File: src/rtl/reg_scoreboard.sv
// reg_scoreboard: pending-write scoreboard and EX/MEM write-port arbiter for the 32x64 register file.
// Ports: issue side (iss_valid/iss_ready, iss_rn/rm/rd, *_used, iss_rd_write),
//        EX and MEM writeback handshakes (valid/ready, rd, data), flush,
//        registered register-file write port (rf_we/rf_waddr/rf_wdata),
//        status: pend_cnt, stall_cnt (saturating), wb_err (sticky).
// Option: SCB_BYPASS_EN lets the hazard check see this cycle's grant clear (zero-bubble issue).
module reg_scoreboard #(
  parameter int NUM_REGS = 32,
  parameter int ADDR_W = 5,
  parameter int DATA_W = 64,
  parameter int ZERO_REG = 31,
  parameter int STARVE_LIMIT = 4
) (
  input  logic              clk,
  input  logic              rst_n,
  input  logic              iss_valid,
  output logic              iss_ready,
  input  logic [ADDR_W-1:0] iss_rn,
  input  logic [ADDR_W-1:0] iss_rm,
  input  logic [ADDR_W-1:0] iss_rd,
  input  logic              iss_rn_used,
  input  logic              iss_rm_used,
  input  logic              iss_rd_write,
  input  logic              ex_wb_valid,
  output logic              ex_wb_ready,
  input  logic [ADDR_W-1:0] ex_wb_rd,
  input  logic [DATA_W-1:0] ex_wb_data,
  input  logic              mem_wb_valid,
  output logic              mem_wb_ready,
  input  logic [ADDR_W-1:0] mem_wb_rd,
  input  logic [DATA_W-1:0] mem_wb_data,
  input  logic              flush,
  output logic              rf_we,
  output logic [ADDR_W-1:0] rf_waddr,
  output logic [DATA_W-1:0] rf_wdata,
  output logic [5:0]        pend_cnt,
  output logic [15:0]       stall_cnt,
  output logic              wb_err
);
  localparam int SW = $clog2(STARVE_LIMIT + 1);
  logic [NUM_REGS-1:0] pend, pend_n, clr, set, view;
  logic [SW-1:0] starve;
  logic force_ex, ex_grant, mem_grant, g_nz, haz, fire;
  logic [ADDR_W-1:0] g_rd;
  logic [DATA_W-1:0] g_data;
  logic [5:0] pc;
  assign force_ex = starve == SW'(STARVE_LIMIT);
  assign ex_wb_ready = !mem_wb_valid | force_ex;
  assign mem_wb_ready = !force_ex | !ex_wb_valid;
  // at most one grant per cycle: MEM by default, EX once it has starved
  assign ex_grant = ex_wb_valid & ex_wb_ready;
  assign mem_grant = mem_wb_valid & mem_wb_ready;
  assign g_rd = mem_grant ? mem_wb_rd : ex_wb_rd;
  assign g_data = mem_grant ? mem_wb_data : ex_wb_data;
  assign g_nz = (ex_grant | mem_grant) & (g_rd != ADDR_W'(ZERO_REG));
`ifdef SCB_BYPASS_EN
  assign view = pend & ~clr;
`else
  assign view = pend;
`endif
  // pend[ZERO_REG] is never set, so it always reads 0
  assign haz = (iss_rn_used & view[iss_rn]) | (iss_rm_used & view[iss_rm]) | (iss_rd_write & view[iss_rd]);
  assign iss_ready = !haz;
  assign fire = iss_valid & iss_ready & iss_rd_write & (iss_rd != ADDR_W'(ZERO_REG));
  // set is applied after clear so a forced same-register collision leaves it pending
  always_comb begin
    clr = '0;
    set = '0;
    clr[g_rd] = g_nz;
    set[iss_rd] = fire;
    pend_n = flush ? '0 : (pend & ~clr) | set;
    pc = '0;
    for (int i = 0; i < NUM_REGS; i++) pc = pc + 6'(pend_n[i]);
  end
  always_ff @(posedge clk or negedge rst_n)
    if (!rst_n) begin
      pend <= '0;
      pend_cnt <= '0;
      starve <= '0;
      rf_we <= 1'b0;
      rf_waddr <= '0;
      rf_wdata <= '0;
      wb_err <= 1'b0;
      stall_cnt <= '0;
    end else begin
      pend <= pend_n;
      pend_cnt <= pc;
      starve <= (ex_wb_valid & !ex_grant) ? starve + SW'(1) : '0;
      rf_we <= g_nz;
      if (g_nz) begin
        rf_waddr <= g_rd;
        rf_wdata <= g_data;
      end
      wb_err <= wb_err | (g_nz & !pend[g_rd]);
      stall_cnt <= stall_cnt + 16'(iss_valid & haz & ~&stall_cnt);
    end
endmodule

File: config.mk
export PLATFORM = sky130hd
export DESIGN_NAME = reg_scoreboard
export DESIGN_NICKNAME = d
export VERILOG_FILES = /design/src/rtl/reg_scoreboard.sv
export SDC_FILE = /design/constraint.sdc
export NUM_CORES = 1
export LEC_CHECK = 0
export CAP_MARGIN = 10
export CORE_MARGIN = 5
export CORE_UTILIZATION = 35
export CTS_CLUSTER_SIZE = 8
export DETAILED_ROUTE_END_ITERATION = 7
export PLACE_DENSITY = 0.76
export RECOVER_POWER = 100
export SYNTH_ARGS = -nofsm -noshare
export SYNTH_HDL_FRONTEND = slang
export SYNTH_SLANG_ARGS = --single-unit
File: constraint.sdc
create_clock -name clk -period 11.6 [get_ports clk]
set_input_delay 1.16 -clock clk [delete_from_list [all_inputs] [get_ports clk]]
set_output_delay 1.16 -clock clk [all_outputs]
set_load 0.01 [all_outputs]
==> out/metrics.csv <==
metric;value;unit
required time of the critical path;11.90;ns
total grt overflow;0;
Final min period;9.35;ns
# fillers;2011;
total buffers and inverters traversed by the critical path;5;
worst rel slew slack;-162;%
cell count after synthesis;841;
skew final;0.0145;ns
CP dominant cell by count;sky130_fd_sc_hd__fa_1;
ANT cells;0;
post-synthesis xor/xnor area fraction;2.04;%
fraction of the yosys area taken by sequential cells;41.4;%
largest incremental delay on the critical path;2.32;ns
clock tree from TritonCTS;built;
first-pass GRT wire length;41.6;mm
max-slew violations;344;
count of endpoints failing hold in the final timing report;0;
post-synthesis cell area;7740;um^2
dominant register cell in the synthesized netlist;sky130_fd_sc_hd__dfrtp_1;
setup TNS;0;ns
synthesis-stage register bit count;128;
via count;7338;
setup violators final;0;
Vias/cell;5.39;
most common cell after layout, fill and taps aside;sky130_fd_sc_hd__nand2_1;
count of flip-flops with a built-in enable after synthesis;0;
Clock transition at path regs;0.06;ns
total power;1.27;mW
maximum VDD drop;0.0000845;V
status;finished with violations;
classification of the worst-slack hold path;flop to flop;
non-filler instance count after layout;1362;
max capacitance violation total;5;
DR pass1 iterations;5;
fraction of final layout cells sized beyond drive strength 1;6.47;%
post-synthesis net count;1038;
antenna violations before repair;0;
initial standard-cell utilization of the core;35.5;%
GPL Wtd Cong;0.965;
TritonCTS buffer count;17;
CP arrival;9.65;ns
I/O Buffers;257;
total setup buffers inserted after CTS;0;
start-to-end type of the worst setup path;primary input to flop;
Fmax;0.107;GHz
hold-fix buffer count after cts;0;
vias in the first global route;7412;
FF+latch area;3200;um^2
antenna violation net count after detailed routing;0;
fin crit share;80.6;%
Final nets;1266;
count of boundary I/O pins;258;
overall routing resource usage;20.6;%
number of gates resized after cts;0;
Clock Latency Late Sink;0.42;ns
type of destination of the critical path;flop;
post-synthesis mux area share;9.40;%
placed cell count;1330;
fraction of the mapped netlist area in compound gates;14.7;%
width of the die;159;um
detailed-placement wirelength estimate;19.4;mm
areal power density over the cells;115;nW/um^2
CP cell instances;dlygate4sd3_1 > and2_2 > clkbuf_1 > o21ai_0 > o21ai_0 > o21ai_0 > o21a_1 > fa_1 > inv_1 > fa_1 > fa_1 > fa_1 > inv_1 > fa_1 > inv_1 > ha_1 > a21o_1 > a21oi_1 > nor2b_1 > o21a_1;
count of unresolved DRC violations after routing;0;
Synthesis Warnings;0;
maximum clock path buffer count;2;
setup slack at placement;2.81;ns
Critical-path top delay cell;sky130_fd_sc_hd__clkbuf_1;
setup slack of the worst register-to-register path;2.88;ns
most frequent cells in the layout;sky130_fd_sc_hd__nand2_1, sky130_fd_sc_hd__clkdlybuf4s50_1, sky130_fd_sc_hd__dfrtp_1;
violations in the final reports;max-capacitance violations, max-slew violations;
setup repair after global routing missed its margin;no;
chip height;159;um
Die ar.;25200;um^2
number of design-rule violations left by the first detailed-router iteration;742;
Floorplan Core Area;21800;um^2
maximum number of pins on one net before global-route repair;113;
leakage power total;4.65;nW
worst-case setup margin in the final layout;2.25;ns
dominant combinational cell family by area after synthesis;simple AND/OR/NAND/NOR gates;
CP Launch Type;primary input;
total length of routed wires;26.3;mm
average size of a mapped cell;9.21;um^2
number of distinct standard cells referenced by the synthesized netlist;54;
buffer type at the clock tree root;sky130_fd_sc_hd__clkbuf_16;
cell row count;54;
gate family responsible for the most delay along the worst path;buffers and inverters;
WL/cell;19.3;um
Adder-Cell Fraction of Synth Area;7.98;%
Layout Area Growth over Synthesis;42.5;%
Slew @ Worst Pin;3.93;ns
simple-gate area share of the yosys netlist;20.1;%
worst-path fanout max;73;
H-Tree Depth;4;
area taken by multi-input logic gates;4200;um^2
share of synthesized registers carrying an async set or reset;100;%
TritonCTS Sinks;128;
-- metal layers --
metal	track usage (%)	up-vias	share of wire, %
met3	5.81	61	9.2
met1	26.6	3493	40
li1	-	3401	-
met2	32.8	383	48
met4	8.06	0	2.8
met5	0	-	0
-- registers in the layout, summed over array words and instances, names as in the netlist --
register and count:
pend 32, wb_err 1, starve 3, stall_cnt 16
rf_waddr 5, rf_we 1, pend_cnt 6, rf_wdata 64
-- cells in the mapped netlist (4+ instances only) --
master	count	area share, %
sky130_fd_sc_hd__a31oi_1	70	5.7
sky130_fd_sc_hd__nand2b_1	5	0.40
sky130_fd_sc_hd__nand3_1	24	1.6
sky130_fd_sc_hd__xnor2_1	15	1.7
sky130_fd_sc_hd__o21ai_1	16	1.0
sky130_fd_sc_hd__mux2i_1	12	1.6
sky130_fd_sc_hd__nor2b_1	23	1.9
sky130_fd_sc_hd__nor3_1	9	0.58
sky130_fd_sc_hd__fa_1	24	6.2
sky130_fd_sc_hd__nand4_1	6	0.48
sky130_fd_sc_hd__ha_1	11	1.8
sky130_fd_sc_hd__clkbuf_1	47	2.3
sky130_fd_sc_hd__inv_1	34	1.6
sky130_fd_sc_hd__a21o_1	4	0.39
sky130_fd_sc_hd__dfrtp_1	128	41
sky130_fd_sc_hd__mux4_2	26	7.6
sky130_fd_sc_hd__nor2_1	82	4.0
sky130_fd_sc_hd__and3_1	7	0.57
sky130_fd_sc_hd__nand3b_1	12	1.2
sky130_fd_sc_hd__a21oi_1	14	0.90
sky130_fd_sc_hd__o21a_1	19	1.8
sky130_fd_sc_hd__o21ai_0	34	2.2
sky130_fd_sc_hd__nand2_1	170	8.2
-- cell type report --
type,count,area share (%)
clock inverters,14,1.09
inverters,34,1.16
clock buffers,18,3.98
multi-input cells,625,38.0
repair buffers,263,23.5
well taps,280,3.17
flip-flops and latches,128,29.0
-- worst paths after layout --
check | startpoint | end | depth (start not counted)
worst max register to register | starve[0] | pend_cnt[5] | 22
min in group asynchronous | rst_n | pend[16] | 1
worst min-delay path | starve[0] | starve[0] | 1
max in group asynchronous | rst_n | rf_wdata[1] | 2
worst max-delay path | mem_wb_valid | pend_cnt[5] | 20
worst min register to register | starve[0] | starve[0] | 1
-- through the flow --
step           area [um^2]  util [%]  hold WS (ns)
4_1_cts              11100      50.7         0.479
2_1_floorplan         7740         -         0.432
5_1_grt              11000      50.6         0.491
6_report             11000      50.6         0.469
3_5_place_dp         10500      48.2         0.470
3_3_place_gp         10500      48.2         0.449
-- power by group --
part	internal, mW	switching, mW	total [mW]
Clock	0.286	0.228	0.514
Sequential	0.482	0.0233	0.505
Combinational	0.130	0.123	0.253
-- cell families after synthesis --
logic type / count (synthesis)
AND/OR/NAND/NOR: 351
AO/OA/AOI/OAI: 181
flip-flops: 128
buffers and inverters: 88
multiplexers: 40
adder cells (fa/ha/maj): 35
XOR/XNOR: 18
(Power assumes the default switching activity.)
